$ cat config.mk
export PLATFORM = sky130hd
export DESIGN_NAME = amp_variable
export DESIGN_NICKNAME = d
export VERILOG_FILES = /design/src/rtl/amp_variable_pkg.sv /design/src/rtl/seq_umul.sv /design/src/rtl/amp_variable.sv
export SDC_FILE = /design/constraint.sdc
export NUM_CORES = 1
export LEC_CHECK = 0
export ABC_AREA = 1
export BUFFER_PORTS_ARGS = -buffer_cell sky130_fd_sc_hd__buf_2
export CORE_ASPECT_RATIO = 1.2
export CORE_UTILIZATION = 45
export DETAILED_ROUTE_END_ITERATION = 12
export HOLD_SLACK_MARGIN = 0.08
export SLEW_MARGIN = 20
export SYNTH_ARGS = -nofsm -noshare
export SYNTH_HDL_FRONTEND = slang
export SYNTH_SLANG_ARGS = --single-unit
$ cat constraint.sdc
create_clock -name clk_i -period 5.55 [get_ports clk_i]
set_input_delay 0.2775 -clock clk_i [delete_from_list [all_inputs] [get_ports clk_i]]
set_output_delay 0.2775 -clock clk_i [all_outputs]
set_load 0.01 [all_outputs]
$ cat src/rtl/amp_variable_pkg.sv
// amp_variable_pkg: shared widths, FSM state type and Q4.4 gain constants for the variable-gain amplifier.
package amp_variable_pkg;
    localparam int DEF_BIT_WIDTH  = 10;
    localparam int DEF_GAIN_WIDTH = 8;
    localparam int DEF_GAIN_FRAC  = 4;
    typedef enum logic [1:0] {IDLE, MUL, DONE} state_t;
    localparam logic [7:0] GAIN_X0_5 = 8'h08;
    localparam logic [7:0] GAIN_X1   = 8'h10;
    localparam logic [7:0] GAIN_X1_5 = 8'h18;
    localparam logic [7:0] GAIN_X2   = 8'h20;
    localparam logic [7:0] GAIN_X4   = 8'h40;
endpackage

$ cat src/rtl/seq_umul.sv
// seq_umul: unsigned LSB-first shift-add multiplier, one multiplier bit per cycle.
module seq_umul #(
    parameter int A_WIDTH = 10,
    parameter int B_WIDTH = 8
) (
    input  logic                       clk_i,
    input  logic                       rst_i,
    input  logic                       start_i,
    input  logic [A_WIDTH-1:0]         a_i,
    input  logic [B_WIDTH-1:0]         b_i,
    output logic                       done_o,
    output logic [A_WIDTH+B_WIDTH-1:0] prod_o
);
    localparam int PW = A_WIDTH + B_WIDTH;
    localparam int CW = $clog2(B_WIDTH + 1);
    logic              run_q;
    logic [CW-1:0]     cnt_q;
    logic [PW-1:0]     a_q, acc_q;
    logic [B_WIDTH-1:0] b_q;
    assign done_o = run_q && (cnt_q == CW'(B_WIDTH - 1));
    assign prod_o = acc_q;
    always_ff @(posedge clk_i) begin
        if (rst_i) begin
            run_q <= 1'b0;
            cnt_q <= '0;
            a_q   <= '0;
            b_q   <= '0;
            acc_q <= '0;
        end else if (start_i) begin
            run_q <= 1'b1;
            cnt_q <= '0;
            a_q   <= PW'(a_i);
            b_q   <= b_i;
            acc_q <= '0;
        end else if (run_q) begin
            acc_q <= acc_q + (b_q[0] ? a_q : '0);
            a_q   <= a_q << 1;
            b_q   <= b_q >> 1;
            cnt_q <= cnt_q + CW'(1);
            run_q <= !done_o;
        end
    end
endmodule

$ cat src/rtl/amp_variable.sv
// amp_variable: runtime-programmable signed gain stage with saturation and clip flag.
module amp_variable
    import amp_variable_pkg::*;
#(
    parameter int BIT_WIDTH  = DEF_BIT_WIDTH,
    parameter int GAIN_WIDTH = DEF_GAIN_WIDTH,
    parameter int GAIN_FRAC  = DEF_GAIN_FRAC
) (
    input  logic                  clk_i,
    input  logic                  rst_i,
    input  logic                  gain_wr_i,
    input  logic [GAIN_WIDTH-1:0] gain_data_i,
    input  logic                  in_stb_i,
    input  logic [BIT_WIDTH-1:0]  in_i,
    output logic                  busy_o,
    output logic                  out_stb_o,
    output logic [BIT_WIDTH-1:0]  out_o,
    output logic                  clip_o
);
    localparam int AW = BIT_WIDTH + GAIN_WIDTH;
    localparam int RW = AW - GAIN_FRAC;
    state_t                state_q;
    logic                  sign_q, clip_q, out_stb_q, clip_d, start, mul_done;
    logic [GAIN_WIDTH-1:0] gain_q;
    logic [BIT_WIDTH-1:0]  out_q, out_d, mag;
    logic [AW-1:0]         prod;
    logic [RW-1:0]         r;
    assign start = (state_q == IDLE) && in_stb_i;
    assign mag   = in_i[BIT_WIDTH-1] ? -in_i : in_i;
    assign r     = RW'(prod >> GAIN_FRAC);
    // A freshly written gain wins over the pending one when it arrives with the accepted sample.
    seq_umul #(.A_WIDTH(BIT_WIDTH), .B_WIDTH(GAIN_WIDTH)) u_mul (
        .clk_i   (clk_i),
        .rst_i   (rst_i),
        .start_i (start),
        .a_i     (mag),
        .b_i     (gain_wr_i ? gain_data_i : gain_q),
        .done_o  (mul_done),
        .prod_o  (prod)
    );
    // Negative full scale is one step larger than positive, hence the asymmetric limits.
    always_comb begin
        clip_d = sign_q ? (r > RW'(2 ** (BIT_WIDTH - 1))) : (r > RW'(2 ** (BIT_WIDTH - 1) - 1));
        out_d  = clip_d ? {sign_q, {(BIT_WIDTH - 1){~sign_q}}} : (sign_q ? BIT_WIDTH'(-r) : BIT_WIDTH'(r));
    end
    always_ff @(posedge clk_i) begin
        if (rst_i) begin
            state_q   <= IDLE;
            sign_q    <= 1'b0;
            gain_q    <= GAIN_WIDTH'(1 << GAIN_FRAC);
            out_q     <= '0;
            clip_q    <= 1'b0;
            out_stb_q <= 1'b0;
        end else begin
            out_stb_q <= 1'b0;
            if (gain_wr_i) gain_q <= gain_data_i;
            case (state_q)
                IDLE: if (in_stb_i) begin
                    sign_q  <= in_i[BIT_WIDTH-1];
                    state_q <= MUL;
                end
                MUL: if (mul_done) state_q <= DONE;
                DONE: begin
                    out_q     <= out_d;
                    clip_q    <= clip_d;
                    out_stb_q <= 1'b1;
                    state_q   <= IDLE;
                end
                default: state_q <= IDLE;
            endcase
        end
    end
    assign busy_o    = state_q != IDLE;
    assign out_stb_o = out_stb_q;
    assign out_o     = out_q;
    assign clip_o    = clip_q;
endmodule

==> Word-level counts from Yosys, hierarchy flattened <==
Cells that the tools add are included.
{ "word_totals": {"output_inout_bits": 13, "input_bits": 22, "wordCells": 49, "romBits": 0, "ram_bits": 0, "latchBits": 0, "regBits": 72, "n_memories": 0} }
{ "classes": {"bitwise_logic": 1, "mul": 0, "eq_ne": 5, "order_cmp": 2, "n_div": 0, "add_sub_neg": 4, "shifts": 0, "mux": 16, "reduce_logical": 9} }
{ "ops": {"columns": ["cell", "count"], "rows": [
  ["10-bit 2-to-1 mux", 5],
  ["8-bit 2-to-1 mux", 3],
  ["10-bit negation", 2],
  ["18-bit adder", 1],
  ["18-bit 2-to-1 mux", 1],
  ["14-bit by 10-bit greater-than comparator with 1-bit output (second input constant)", 1],
  ["14-bit by 9-bit greater-than comparator with 1-bit output (second input constant)", 1],
  ["4-bit by 1-bit adder with 4-bit output (second input constant)", 1],
  ["4-bit by 3-bit equality test with 1-bit output (second input constant)", 1],
  ["1-bit 2-to-1 mux", 4],
  ["2-bit 2-to-1 mux", 2],
  ["2-bit one-hot mux with 2 select lines", 1],
  ["2-bit AND reduction", 2],
  ["2-bit nonzero test", 2],
  ["2-bit by 1-bit equality test with 1-bit output (second input constant)", 1],
  ["2-bit equality test (second input constant)", 1],
  ["1-bit logical AND", 2],
  ["2-bit logical NOT", 1],
  ["2-bit by 1-bit inequality test with 1-bit output (second input constant)", 1],
  ["2-bit inequality test (second input constant)", 1],
  ["2-bit OR reduction", 1],
  ["1-bit logical NOT", 1],
  ["1-bit inverter", 1]
]} }

==> Logic depth before layout (Yosys ltp) <==
{ "logic_depth": {"ltp_word": 5, "depth_mapped": 17, "mapped_depth_nobuf": 15} }

==> Hierarchy <==
Synthesis repeated with hierarchy kept, for this count alone.
{ "hier_totals": {"cells_unflattened": 658, "area_unflattened_um2": 4400.5} }
{ "by_module_without_submodules": {"columns": ["mod", "cells_each", "seq_area_each_um2", "n_inst", "area_each_um2"], "rows": [
  ["seq_umul", 455, 980.9, 1, 3014.1],
  ["amp_variable", 203, 460.4, 1, 1386.3]
]} }

==> Worst setup path before layout <==
Ideal clock, no wire load.
{ "synth_timing": {"path_kind": "register to register", "startpoint": "register u_mul.b_q[0]", "endpoint": "register u_mul.acc_q[16] (netlist: u_mul.prod_o[16])", "t_required_ns": 5.441, "setup_slack_ns": 3.620, "arrival_time_ns": 1.821, "path_buffers": 2, "period_less_slack_ns": 1.930, "setup_ns": 0.109, "path_stages_with_launch": 16, "cell_sequence": "dfxtp_1 -> buf_2 -> buf_1 -> nand2_1 -> inv_1 -> ha_1 -> a21oi_1 -> inv_1 -> a21oi_1 -> nand2_1 -> nand2_1 -> nand2_1 -> nand2_1 -> nand3_1 -> nand2_1 -> inv_1"} }
{ "synth_via": {"elab_chain_len": 2} }
{ "synth_rtl": {"columns": ["item", "line", "rtl"], "rows": [
  ["start, declared", "seq_umul.sv:19", "logic [B_WIDTH-1:0] b_q;"],
  ["start signal, assigned", "seq_umul.sv:33", "b_q <= b_i;"],
  ["start signal, assigned", "seq_umul.sv:38", "b_q <= b_q >> 1;"],
  ["18-bit 2-to-1 mux", "seq_umul.sv:36", "acc_q <= acc_q + (b_q[0] ? a_q : '0);"],
  ["18-bit adder", "seq_umul.sv:36", null],
  ["end signal, assigned", "seq_umul.sv:36", null],
  ["end, declared", "seq_umul.sv:18", "logic [PW-1:0] a_q, acc_q;"]
]} }
Every way passes these cells.
A chain may end at the register's enable or synchronous reset.

==> Final worst setup path <==
Same ends and word-level chain as after synthesis.

==> flow_metrics.tcl <==
set metrics [dict create \
    diodes 0 \
    synth.largest_area_cell "dfxtp_1" \
    ctsHoldBuffers 0 \
    netlist_area_um2 4430 \
    drv_slew 0 \
    grt_pass1_vias 3946 \
    crit_top_cell "nand2_1" \
    hold_violations 0 \
    htree_num_levels 3 \
    vdd_ir_drop_max_mv 0.141 \
    post_drt_wl_per_cell_um 12.5 \
    crit_family "flip-flops" \
    finalSetupViolations 0 \
    dr.pass1.iters 4 \
    grt_setup_unrepaired "no" \
    start_kind "flop" \
    crit_type "flop to flop" \
    clk_pin_slew_ps 60 \
    drv_cap 0 \
    area_growth_pct 11.6 \
    cts_sinks 72 \
    fin_crit_sh 0.439 \
    synth_top_flop_cell "dfxtp_1" \
    path_buf_inv 3 \
    synthArstFlopShare 0 \
    final_area_um2 4950 \
    synthCells 665 \
    cp_cell_sequence "nand2_1 -> inv_1 -> ha_1 -> inv_1 -> fa_1 -> o21ai_2 -> nand2_1 -> nand2_1 -> nand2_1 -> nand3_1 -> nand3_1 -> nand2_1 -> inv_1" \
    syn_area_per_cell_um2 6.67 \
    core_um2 9560 \
    synth_cell_types 44 \
    drive_above_1_share 0.120 \
    cts_buffers 9 \
    initial_core_util 0.464 \
    portBuffers 34 \
    cp-end-kind "flop" \
    viasPerCell 5.04 \
    ys_seq_area_frac 0.325 \
    grt_max_degree 38 \
    cp.arrival_ps 2680 \
    min_path_type "primary input to flop" \
    slowest_stage "dfxtp_1" \
    fin_nets 729 \
    max-slew-margin-rel 0.493 \
    grt_antenna_before_repair 0 \
    fmaxAchievable_ghz 0.410 \
    tns_ps 0 \
    grt_pass1_wl_um 17700 \
    postCtsSetupBuffers 0 \
    finalWirelength_um 10200 \
    die_h_um 111 \
    worstPathRequired_ps 5790 \
    grtUsageTotal 0.215 \
    worst_slew_pin_slew_ps 759 \
    finalPower_mw 1.39 \
    gp_congestion 0.811 \
    finalCriticalPeriod_ps 2440 \
    post-route-drc-count 0 \
    status "complete, no violations" \
    ys_ff_latch 72 \
    synth.area.top_cells "dfxtp_1 33%, nand2_1 15%, inv_1 8.5%, a21oi_1 6.3%, ha_1 5.6%" \
    cts-root-buf "clkbuf_16" \
    netlist.area_leader.share 0.325 \
    cts_resized 0 \
    drt_iter0_markers 167 \
    power.density_nw_per_um2 281 \
    p_leak_nw 2.54 \
    dp_hpwl_um 7490 \
    die_area_um2 10300 \
    clock_latency_ps 340 \
    worst-path-max-fanout 19 \
    placed_area_um2 4620 \
    rows 39 \
    ant_nets 0 \
    cts_buffer_depth 2 \
    ys.warnings.count 0 \
    finClkSkew_ps 8.13 \
    vias 4099 \
    synth-edff-count 0 \
    cts_tree "built" \
    critPathMaxStageDelay_ps 730 \
    overflow 0 \
    die_w_um 92.6 \
    final_util 0.517 \
    io_pins 35 \
    synth_nets 708 \
]
## layer usage
| metal | vias up | part of all wire | global-route usage |
|---|---|---|---|
| li1 | 2158 | - | - |
| met1 | 1862 | 0.46 | 0.253 |
| met2 | 60 | 0.49 | 0.374 |
| met3 | 19 | 0.031 | 0.0412 |
| met4 | 0 | 0.023 | 0.0933 |
| met5 | - | 0 | 0 |
## logic make-up after synthesis
| logic type | Yosys count | share of synthesized area |
|---|---|---|
| buffers and inverters | 136 | 0.130 |
| adder cells (fa/ha/maj) | 21 | 0.0609 |
| flip-flops | 72 | 0.325 |
| XOR/XNOR | 17 | 0.0336 |
| multiplexers | 7 | 0.0158 |
| AO/OA/AOI/OAI | 122 | 0.156 |
| AND/OR/NAND/NOR | 290 | 0.279 |
## flip-flops by register name (all words and copies together), names as in the netlist, 2 cells and up
register and cells:
out_o 10, u_mul.prod_o 18, state_q 2, gain_q 8, u_mul.a_q 18, u_mul.b_q 8
u_mul.cnt_q 4
## final cells by class
class / count / area (µm²)
well taps: 123 / 154
clock inverters: 6 / 91.3
multi-input cells: 457 / 2420
clock buffers: 10 / 239
repair buffers: 36 / 185
flip-flops and latches: 72 / 1440
fillers: 1029 / 4620
inverters: 110 / 420
## layout by cell type, fill, tap and decap left out, types with 2 or more instances in the layout
cell       Yosys  routed
clkinv_4       0       2
inv_6          1       2
a21oi_1       56      56
and2_1         2       2
nand2_4        3       3
inv_2          7       7
inv_1        101     101
buf_2          8      34
o22ai_1        5       5
o21ai_1        5       5
dfxtp_1       72      72
a31oi_1        2       2
o2bb2ai_1      2       2
nand3_1       39      39
nor3_1        12      12
o211ai_1       3       3
bufinv_16      0       2
nor2_1        41      41
buf_4          3       2
nand2_1      179     179
clkbuf_16      0       9
nand3_2        3       3
a21oi_2        6       6
xor2_1        16      16
ha_1          20      20
o21ai_0       36      36
nand4_1        2       2
a21o_1         2       2
nor2_2         3       3
mux2i_1        7       7
## per-stage QoR
stage               hold slack [ps]  std cells  setup slack (ps)
finish                          175        814              3110
global route                    188        814              2840
CTS                             174        814              3110
detailed placement              447        798              3120
global placement                434        798              3170
floorplan                       422        665              3620
## cells in the mapped netlist, drive strengths merged, types with 2 or more instances
cell and count:
a21oi 63, buf 20, mux2i 7, clkbuf 6
inv 110, dfxtp 72, o22ai 5, ha 20
a21o 2, nor2 45, a31oi 2, nand4 2
xor2 16, nand3 42, nor3 13, o2bb2ai 2
o211ai 3, nand2 183, and2 2, o21ai 42
## where the power goes
part | switching (mW) | total (mW) | leakage (nW) | internal [mW]
combinational | 0.127 | 0.190 | 1.79 | 0.0637
clock | 0.232 | 0.640 | 0.163 | 0.408
sequential | 0.0199 | 0.561 | 0.587 | 0.541
total | 0.379 | 1.39 | 2.54 | 1.01
## final timing paths
path / startpoint / end / slack [ps] / cells past startpoint
worst max-delay path: u_mul.b_q[0] / u_mul.prod_o[16] / 3110 / 13
worst min-delay path: gain_data_i[4] / gain_q[4] / 180 / 3
worst max register to register: u_mul.b_q[0] / u_mul.prod_o[16] / 3110 / 13
worst min register to register: gain_q[4] / gain_q[4] / 460 / 2
## worst min-delay path, delay by kind of cell
kind	cells	cell delay (ps)
buffers and inverters	1	80
AND/OR/NAND/NOR	2	130
Power figures use the tool's default switching activity.
